==> src/rtl/snes_pad_pkg.sv <==
// Shared SNES pad link constants: word geometry, wire order, FSM encodings
// and the wire-to-button mapping used by both ends of the link.
package snes_pad_pkg;

   localparam int unsigned PAD_WORD_BITS = 16;
   localparam int unsigned PAD_BUTTONS   = 12;
   localparam int unsigned IDX_W         = 5;

   // button_data bit positions (host-facing, active-high)
   localparam int unsigned BTN_UP     = 0;
   localparam int unsigned BTN_DOWN   = 1;
   localparam int unsigned BTN_LEFT   = 2;
   localparam int unsigned BTN_RIGHT  = 3;
   localparam int unsigned BTN_A      = 4;
   localparam int unsigned BTN_B      = 5;
   localparam int unsigned BTN_X      = 6;
   localparam int unsigned BTN_Y      = 7;
   localparam int unsigned BTN_L      = 8;
   localparam int unsigned BTN_R      = 9;
   localparam int unsigned BTN_SELECT = 10;
   localparam int unsigned BTN_START  = 11;

   // serial wire positions, bit 0 leaves first
   localparam int unsigned WIRE_B      = 0;
   localparam int unsigned WIRE_Y      = 1;
   localparam int unsigned WIRE_SELECT = 2;
   localparam int unsigned WIRE_START  = 3;
   localparam int unsigned WIRE_UP     = 4;
   localparam int unsigned WIRE_DOWN   = 5;
   localparam int unsigned WIRE_LEFT   = 6;
   localparam int unsigned WIRE_RIGHT  = 7;
   localparam int unsigned WIRE_A      = 8;
   localparam int unsigned WIRE_X      = 9;
   localparam int unsigned WIRE_L      = 10;
   localparam int unsigned WIRE_R      = 11;

   localparam logic [1:0] ST_IDLE  = 2'd0;
   localparam logic [1:0] ST_LOAD  = 2'd1;
   localparam logic [1:0] ST_SHIFT = 2'd2;
   localparam logic [1:0] ST_DONE  = 2'd3;

   // wire position -> button_data index
   localparam int unsigned WIRE_MAP [PAD_BUTTONS] = '{
      BTN_B, BTN_Y, BTN_SELECT, BTN_START, BTN_UP, BTN_DOWN,
      BTN_LEFT, BTN_RIGHT, BTN_A, BTN_X, BTN_L, BTN_R
   };

   // Active-low wire word; extension bits 12..15 read as released.
   function automatic logic [PAD_WORD_BITS-1:0] encode_buttons(
      input logic [PAD_BUTTONS-1:0] btn
   );
      logic [PAD_WORD_BITS-1:0] word;
      word = '1;
      for (int unsigned w = 0; w < PAD_BUTTONS; w++) begin
         word[4'(w)] = ~btn[4'(WIRE_MAP[w])];
      end
      return word;
   endfunction

endpackage

==> src/rtl/snes_pad_responder_sync_edge.sv <==
// Multi-stage input synchroniser with a registered previous-value edge
// detector; rise/fall pulses are one clk wide.
module sync_edge #(
   parameter int unsigned STAGES    = 2,
   parameter logic        RESET_VAL = 1'b0
) (
   input  logic clk,
   input  logic rst_n,
   input  logic async_in,
   output logic level,
   output logic rise_c,
   output logic fall_c
);

   logic [STAGES-1:0] sync_q, sync_d;
   logic              prev_q, prev_d;

   always_comb begin
      sync_d = {sync_q[STAGES-2:0], async_in};
      prev_d = sync_q[STAGES-1];
   end

   always_ff @(posedge clk or negedge rst_n) begin
      if (!rst_n) begin
         sync_q <= {STAGES{RESET_VAL}};
         prev_q <= RESET_VAL;
      end else begin
         sync_q <= sync_d;
         prev_q <= prev_d;
      end
   end

   assign level  = sync_q[STAGES-1];
   assign rise_c = sync_q[STAGES-1] & ~prev_q;
   assign fall_c = ~sync_q[STAGES-1] & prev_q;

endmodule

==> src/rtl/snes_pad_responder.sv <==
// Device side of the SNES joypad link: captures buttons while the host
// latch is high and shifts the active-low word out on pad-clock rises.
module snes_pad_responder
   import snes_pad_pkg::*;
#(
   parameter int unsigned SYNC_STAGES = 2,
   parameter logic        IDLE_LEVEL  = 1'b1
) (
   input  logic                   clk,
   input  logic                   res,
   input  logic                   latch_in,
   input  logic                   pad_clk_in,
   output logic                   data_out,
   input  logic [PAD_BUTTONS-1:0] button_data,
   output logic                   frame_done,
   output logic [IDX_W-1:0]       bit_index
);

   localparam int unsigned STAGES = (SYNC_STAGES < 2) ? 2 : SYNC_STAGES;

   logic latch_lvl, latch_rise_c, latch_fall_c;
   logic pad_lvl, pad_rise_c, pad_fall_c;
   logic unused_sync;

   sync_edge #(.STAGES(STAGES), .RESET_VAL(1'b0)) u_latch_sync (
      .clk      (clk),
      .rst_n    (res),
      .async_in (latch_in),
      .level    (latch_lvl),
      .rise_c   (latch_rise_c),
      .fall_c   (latch_fall_c)
   );

   sync_edge #(.STAGES(STAGES), .RESET_VAL(1'b1)) u_pad_sync (
      .clk      (clk),
      .rst_n    (res),
      .async_in (pad_clk_in),
      .level    (pad_lvl),
      .rise_c   (pad_rise_c),
      .fall_c   (pad_fall_c)
   );

   // pad-clock level and falling edges carry no meaning for the device
   assign unused_sync = pad_lvl ^ pad_fall_c;

   logic [1:0]               state_q, state_d;
   logic [PAD_WORD_BITS-1:0] shift_q, shift_d;
   logic [IDX_W-1:0]         bit_idx_q, bit_idx_d;
   logic                     frame_done_q, frame_done_d;
   logic                     data_out_q, data_out_d;
   logic [PAD_WORD_BITS-1:0] load_word_c;

   assign load_word_c = encode_buttons(button_data);

   always_comb begin
      state_d      = state_q;
      shift_d      = shift_q;
      bit_idx_d    = bit_idx_q;
      frame_done_d = 1'b0;
      data_out_d   = data_out_q;

      case (state_q)
         ST_IDLE: begin
            if (latch_lvl) begin
               state_d   = ST_LOAD;
               shift_d   = load_word_c;
               bit_idx_d = '0;
            end
         end
         ST_LOAD: begin
            // keep sampling so the last value before the latch falls wins
            shift_d   = load_word_c;
            bit_idx_d = '0;
            if (latch_fall_c) begin
               state_d = ST_SHIFT;
            end
         end
         ST_SHIFT: begin
            // latch rise aborts the frame and beats a coincident pad edge
            if (latch_rise_c) begin
               state_d   = ST_LOAD;
               shift_d   = load_word_c;
               bit_idx_d = '0;
            end else if (pad_rise_c) begin
               shift_d   = {1'b0, shift_q[PAD_WORD_BITS-1:1]};
               bit_idx_d = bit_idx_q + IDX_W'(1);
               if (bit_idx_d == IDX_W'(PAD_WORD_BITS)) begin
                  frame_done_d = 1'b1;
                  state_d      = ST_DONE;
               end
            end
         end
         ST_DONE: begin
            if (latch_lvl) begin
               state_d   = ST_LOAD;
               shift_d   = load_word_c;
               bit_idx_d = '0;
            end
         end
         default: begin
            state_d   = ST_IDLE;
            shift_d   = '1;
            bit_idx_d = '0;
         end
      endcase

      // output follows the state being entered so it is valid with it
      case (state_d)
         ST_IDLE:  data_out_d = IDLE_LEVEL;
         ST_DONE:  data_out_d = 1'b0;
         default:  data_out_d = shift_d[0];
      endcase
   end

   always_ff @(posedge clk or negedge res) begin
      if (!res) begin
         state_q      <= ST_IDLE;
         shift_q      <= '1;
         bit_idx_q    <= '0;
         frame_done_q <= 1'b0;
         data_out_q   <= IDLE_LEVEL;
      end else begin
         state_q      <= state_d;
         shift_q      <= shift_d;
         bit_idx_q    <= bit_idx_d;
         frame_done_q <= frame_done_d;
         data_out_q   <= data_out_d;
      end
   end

   assign data_out   = data_out_q;
   assign frame_done = frame_done_q;
   assign bit_index  = bit_idx_q;

endmodule

==> config.mk <==
export PLATFORM = sky130hd
export DESIGN_NAME = snes_pad_responder
export DESIGN_NICKNAME = d
export VERILOG_FILES = /design/src/rtl/snes_pad_pkg.sv /design/src/rtl/snes_pad_responder_sync_edge.sv /design/src/rtl/snes_pad_responder.sv
export SDC_FILE = /design/constraint.sdc
export NUM_CORES = 1
export LEC_CHECK = 0
export CORE_ASPECT_RATIO = 1.25
export CORE_MARGIN = 2
export CORE_UTILIZATION = 35
export CTS_BUF_LIST = sky130_fd_sc_hd__clkbuf_4 sky130_fd_sc_hd__clkbuf_8
export DETAILED_ROUTE_END_ITERATION = 10
export GPL_TIMING_DRIVEN = 0
export PLACE_DENSITY = 0.62
export SLEW_MARGIN = 15
export SYNTH_ARGS = -nofsm -noshare
export SYNTH_HDL_FRONTEND = slang
export SYNTH_SLANG_ARGS = --single-unit
==> constraint.sdc <==
create_clock -name clk -period 2.8 [get_ports clk]
set_input_delay 0.28 -clock clk [delete_from_list [all_inputs] [get_ports clk]]
set_output_delay 0.28 -clock clk [all_outputs]
set_load 0.1 [all_outputs]
== Word-level counts from Yosys, hierarchy flattened ==
Index checks and enable logic that the tools add are counted.

* Flip-flop bits (word level): 31
* Bits of input ports: 16
* Output and inout bits: 7
* Word-level logic and storage cells: 59

* Add/subtract/negate cells: 1
* Eq/ne operators: 7
* Multiplexer cells: 19
* Bitwise gates (word level): 18
* Reductions and logical operators: 4

{| class="wikitable"
|+ Operators by type and width
! kind !! count
|-
| 16-bit two-way mux || 3
|-
| 16-bit case mux with 3 select lines || 1
|-
| 5-bit two-way mux || 3
|-
| 1-bit NOT || 15
|-
| 5-bit case mux with 3 select lines || 1
|-
| 2-bit two-way mux || 5
|-
| 2-bit == test (second input constant) || 3
|-
| 2-bit case mux with 3 select lines || 1
|-
| 5-bit by 1-bit adder with 5-bit output (second input constant) || 1
|-
| 5-bit == test (second input constant) || 1
|-
| 2-bit zero test || 2
|-
| 1-bit two-way mux || 4
|-
| 1-bit AND || 3
|-
| 3-bit != test (second input constant) || 1
|-
| 2-bit by 1-bit == test with 1-bit output (second input constant) || 1
|-
| 2-bit by 1-bit != test with 1-bit output (second input constant) || 1
|-
| 1-bit case mux with 2 select lines || 1
|-
| 2-bit AND reduction || 1
|-
| 2-bit OR reduction || 1
|}

== Logic depth before layout (Yosys ltp) ==
Gate-level depths: netlist (run 1).

* Word-level depth: 8
* Depth in mapped cells: 11
* Gate-level depth less buffers: 9

== Cells and area by module ==
From an unflattened synthesis (run 1), not the netlist that was laid out.

* Cell total of the unflattened synthesis: 156
* Area, all modules: 1530.2 sq um

{| class="wikitable"
|+ Modules (own cells, without submodules)
! module !! instances !! cells an instance !! area each (sq um) !! seq. area each (sq um)
|-
| snes_pad_responder || 1 || 146 || 1346.3 || 646.9
|-
| sync_edge at u_pad_sync || 1 || 5 || 93.8 || 78.8
|-
| sync_edge at u_latch_sync || 1 || 5 || 90.1 || 75.1
|}

== Worst setup path after synthesis (run 1) ==
Ideal clock, no wire load.

* Path kind: flip-flop to flip-flop
* Start point: reg bit_idx_q[4], in the netlist bit_index[4]
* End point: reg data_out_q, in the netlist data_out
* Setup time: 0.077 ns
* Data arrival time: 2.385 ns
* Required time: 2.723 ns
* Setup slack: 0.338 ns
* Cell stages (with the launch flop): 8
* Path buffers: 0
* Period minus slack after synthesis: 2.462 ns
* Cell sequence: dfrtp_1 -> a21bo_1 -> o21ai_1 -> nand3_2 -> o41a_1 -> ha_1 -> nor2_1 -> a31oi_1

* Longest elaborated chain between the ends: 8
* Elaborated cells between the ends (all ways): 9
* Those cells by class: add/sub (1); eq/ne (2); mux (5); reduce/logical (1)

{| class="wikitable"
|+ Ends and longest elaborated chain
! element !! RTL line !! source
|-
| from (decl) || snes_pad_responder.sv:48 || <nowiki>logic [IDX_W-1:0] bit_idx_q, bit_idx_d;</nowiki>
|-
| from (signal assigned) || snes_pad_responder.sv:125 || <nowiki>bit_idx_q <= bit_idx_d;</nowiki>
|-
| 5-bit by 1-bit adder with 5-bit output * || snes_pad_responder.sv:86 || <nowiki>bit_idx_d = bit_idx_q + IDX_W'(1);</nowiki>
|-
| 5-bit == test * || snes_pad_responder.sv:87 || <nowiki>if (bit_idx_d == IDX_W'(PAD_WORD_BITS)) begin</nowiki>
|-
| 2-bit two-way mux * || snes_pad_responder.sv:87 ||
|-
| 2-bit two-way mux * || snes_pad_responder.sv:84 || <nowiki>end else if (pad_rise_c) begin</nowiki>
|-
| 2-bit two-way mux * || snes_pad_responder.sv:80 || <nowiki>if (latch_rise_c) begin</nowiki>
|-
| 2-bit case mux with 3 select lines * || snes_pad_responder.sv:62 || <nowiki>case (state_q)</nowiki>
|-
| 2-bit == test / 2-bit zero test (equally long branches) || snes_pad_responder.sv:108 || <nowiki>case (state_d)</nowiki>
|-
| 1-bit case mux with 2 select lines * || snes_pad_responder.sv:108 ||
|-
| net data_out_d || snes_pad_responder.sv:50 || <nowiki>logic data_out_q, data_out_d;</nowiki>
|-
| to (signal assigned) || snes_pad_responder.sv:127 || <nowiki>data_out_q <= data_out_d;</nowiki>
|-
| to (decl) || snes_pad_responder.sv:50 ||
|}

The timed path passes the listed nets; every way through them passes the cells marked *.
A chain may end at the register's enable or synchronous reset.

== Final worst setup path (run 1) ==
* Start point: reg state_q[0]
* End point: reg data_out_q, in the netlist data_out

* Longest elaborated chain between the ends: 6
* Elaborated cells between the ends (all ways): 15
* Those cells by class: eq/ne (4); mux (8); reduce/logical (3)

{| class="wikitable"
|+ Ends and longest elaborated chain
! element !! RTL line !! source
|-
| from (decl) || snes_pad_responder.sv:46 || <nowiki>logic [1:0] state_q, state_d;</nowiki>
|-
| from (signal assigned) || snes_pad_responder.sv:123 || <nowiki>state_q <= state_d;</nowiki>
|-
| 2-bit two-way mux || snes_pad_responder.sv:87 ||
|-
| 2-bit two-way mux || snes_pad_responder.sv:84 ||
|-
| 2-bit two-way mux || snes_pad_responder.sv:80 ||
|-
| 2-bit case mux with 3 select lines || snes_pad_responder.sv:62 ||
|-
| 2-bit == test / 2-bit zero test (equally long branches) || snes_pad_responder.sv:108 ||
|-
| 1-bit case mux with 2 select lines * || snes_pad_responder.sv:108 ||
|-
| net data_out_d || snes_pad_responder.sv:50 ||
|}

Marks and branches as above.

==> metrics.txt, run 1 <==
H-Tree Level Count=2; WL/cell=14.4 µm; DRC=0; overall routing resource usage=13.8%; CTS Hold Bufs=0; setup bufs post-CTS=0; Vias=1377; Max Fclk=0.407 GHz; Overflow after GRT=0; max cap viols=0; period utilization=87.7%; Detailed Place HPWL=2610 µm; Worst Skew=8.26 ps; Initial Utilization=36.3%; Max rail drop VDD=0.000291 V; Reg clk slew, reported paths=60 ps; multi-input logic area=906 µm²; register area=801 µm²; Filler cells=487; flops & latches, synth=31; pin slew with the least headroom to its limit=969 ps; Post-Syn Area=1860 µm²; Tightest Hold Check Type=input port to asynchronous set/reset pin; final net count=217; # rows=29; Antenna Violating Nets Remaining=0; Final Hold Fails=0; Critical Path Sink=data_out$_DFF_PN1_; Max transition margin=35.2%; worst r2r src=state_q[0]$_DFF_PN0_; synth warn=0; Synth cell types=48; Main synth FF type=dfstp_2; first-pass GRT wire length=6470 µm; Die ar.=5910 µm²; outcome=complete, no violations; DRT iter0 DRCs=50; arrival time at the worst endpoint=2650 ps; R2R Setup Slk=340 ps; GPL Wtd Cong=0.787; crit path time final=2460 ps; cts bufs inserted=5; CP Launch Type=flip-flop; syn_nets=188; Fin Setup TNS=0 ps; DRT met1 WL=1660 µm; Vias/cell=5.30; final instance area=2250 µm²; chip width=69.2 µm; dpl cell area=2150 µm²; EDFF count, synth=0; Avg Cell Area, Syn=11.1 µm²; number of global-route vias before repair=1313; RR Endpoint=data_out$_DFF_PN1_; sequential-to-total area share from yosys stat=43.1%; ANT cells=0; Synth async-reset ratio=100%; area of the core=5120 µm²; Clock Latency Late Sink=280 ps; pin count of the biggest net entering global routing=32; clk sinks=31; PD cells=915 nW/µm²; top routing layer in use=met4; Post-Syn Instances=168; Worst Reg2Reg Path Length in Cells=8; layout cells sized above 1=32.3%; met2 routed WL=1920 µm; RSZ-0062 raised after global routing=no; Final Non-Filler Cells=260; Layout area overhead=21.3%; initial antenna violation count=0; TritonRoute pass-1 iters=4; Slew Limit Fails=0; Die Y=85.5 µm; Crit Path Category=flip-flop to flip-flop; Worst Setup End Kind=flip-flop; total power=2.06 mW; CP required=3000 ps; Port Buffer Count=22; Cell Count Post-Placement=252; Max FO, Critical Path=10; WHS=39.9 ps; Setup WS post-layout=343 ps; CTS Buffer Depth=2; Crit. Startpoint=state_q[0]$_DFF_PN0_; Routed WL=3740 µm; P_leak=0.907 nW; dpl ws=337 ps; met3 WL=94 µm; final setup vio count=0; CTS tree=done; CTS root buf=clkbuf_8; final core utilization=44.1%; num ports=23; CTS resizes=0
## state kept, by name, summed over array words and instances, names as in the netlist
| register | flops |
|---|---|
| bit_index | 5 |
| data_out | 1 |
| frame_done | 1 |
| shift_q | 16 |
| state_q | 2 |
| u_latch_sync.prev_q | 1 |
| u_latch_sync.sync_q | 2 |
| u_pad_sync.prev_q | 1 |
| u_pad_sync.sync_q | 2 |
## final cells by class
class                   count  share of cell area (%)
multi-input cells         108                    40.2
well taps                  62                    3.44
flip-flops and latches     31                    35.5
inverters                  19                    3.16
repair buffers             22                    9.54
plain buffers              10                    3.55
clock buffers               8                    4.61
## cell families after synthesis
kind of cell / count (synthesis) / synth area share, %
AND/OR/NAND/NOR: 38 / 13.3
XOR/XNOR: 2 / 0.943
flip-flops: 31 / 43.1
multiplexers: 15 / 8.96
AO/OA/AOI/OAI: 49 / 22.9
adder cells (fa/ha/maj): 4 / 2.69
buffers and inverters: 29 / 8.15
## how the worst min path moves through the flow
stage | slack [ps] | end | startpoint
5_1_grt | 90 | frame_done$_DFF_PN0_ | res
4_1_cts | 60 | state_q[1]$_DFF_PN0_ | res
2_1_floorplan | -20 | bit_index[0]$_DFFE_PN0P_ | res
3_5_place_dp | 350 | u_pad_sync.sync_q[1]$_DFF_PN1_ | u_pad_sync.sync_q[0]$_DFF_PN1_
6_report | 40 | frame_done$_DFF_PN0_ | res
3_3_place_gp | 330 | u_latch_sync.sync_q[1]$_DFF_PN0_ | u_latch_sync.sync_q[0]$_DFF_PN0_
## layout by cell type, fill, tap and decap left out, types with 6 or more instances in the layout
cell type / instances
dfstp_2: 20
nor2b_1: 12
inv_1: 19
o221ai_2: 8
clkbuf_8: 7
mux2_2: 12
nand2_1: 6
clkdlybuf4s50_1: 21
dfrtp_1: 11
o21ai_0: 13
## cells in the mapped netlist (2+ instances only)
library cell	instances	area [µm²]
mux2_2	12	135
xnor2_1	2	17.5
a21oi_1	2	10.0
nor2_1	5	18.8
ha_1	4	50.1
nor2b_1	12	75.1
buf_2	3	15.0
a211o_1	3	26.3
o221ai_2	8	120
buf_6	3	33.8
nand3_1	4	20.0
a22o_1	3	26.3
nand2_1	6	22.5
mux2i_1	2	20.0
nor3b_1	2	15.0
dfstp_2	20	526
clkbuf_1	3	11.3
dfrtp_1	11	275
o21ai_0	13	65.1
o221ai_1	4	35.0
inv_1	19	71.3
## layer usage
metal | track usage (%) | vias to the layer above
li1 | - | 667
met1 | 17.5 | 687
met2 | 22.5 | 18
met3 | 2.85 | 5
met4 | 6.24 | 0
met5 | 0 | -
## critical path, stage by stage, from the launching register on
cell	delay (ps)
dfrtp_1	420
inv_1	80
ha_1	440
clkbuf_1	380
a21oi_1	150
o41a_1	390
ha_1	290
nor2_1	40
a31oi_1	170
## power breakdown
| part | total (mW) | switching (mW) | leakage (nW) | internal [mW] |
|---|---|---|---|---|
| logic | 0.936 | 0.521 | 0.498 | 0.416 |
| registers | 0.733 | 0.0685 | 0.354 | 0.664 |
| clock network | 0.394 | 0.161 | 0.0549 | 0.234 |
| total | 2.06 | 0.750 | 0.907 | 1.31 |
Power figures use the tool's default switching activity.
==> run 2: changes to the inputs <==
--- a/config.mk
+++ b/config.mk
@@ -5,6 +5,7 @@
 export SDC_FILE = /design/constraint.sdc
 export NUM_CORES = 1
 export LEC_CHECK = 0
+export CAP_MARGIN = 5
 export CORE_ASPECT_RATIO = 1.25
 export CORE_MARGIN = 2
 export CORE_UTILIZATION = 35
==> results of run 2 <==
Same layout as run 1: the final DEF is identical, and so are final timing and power.
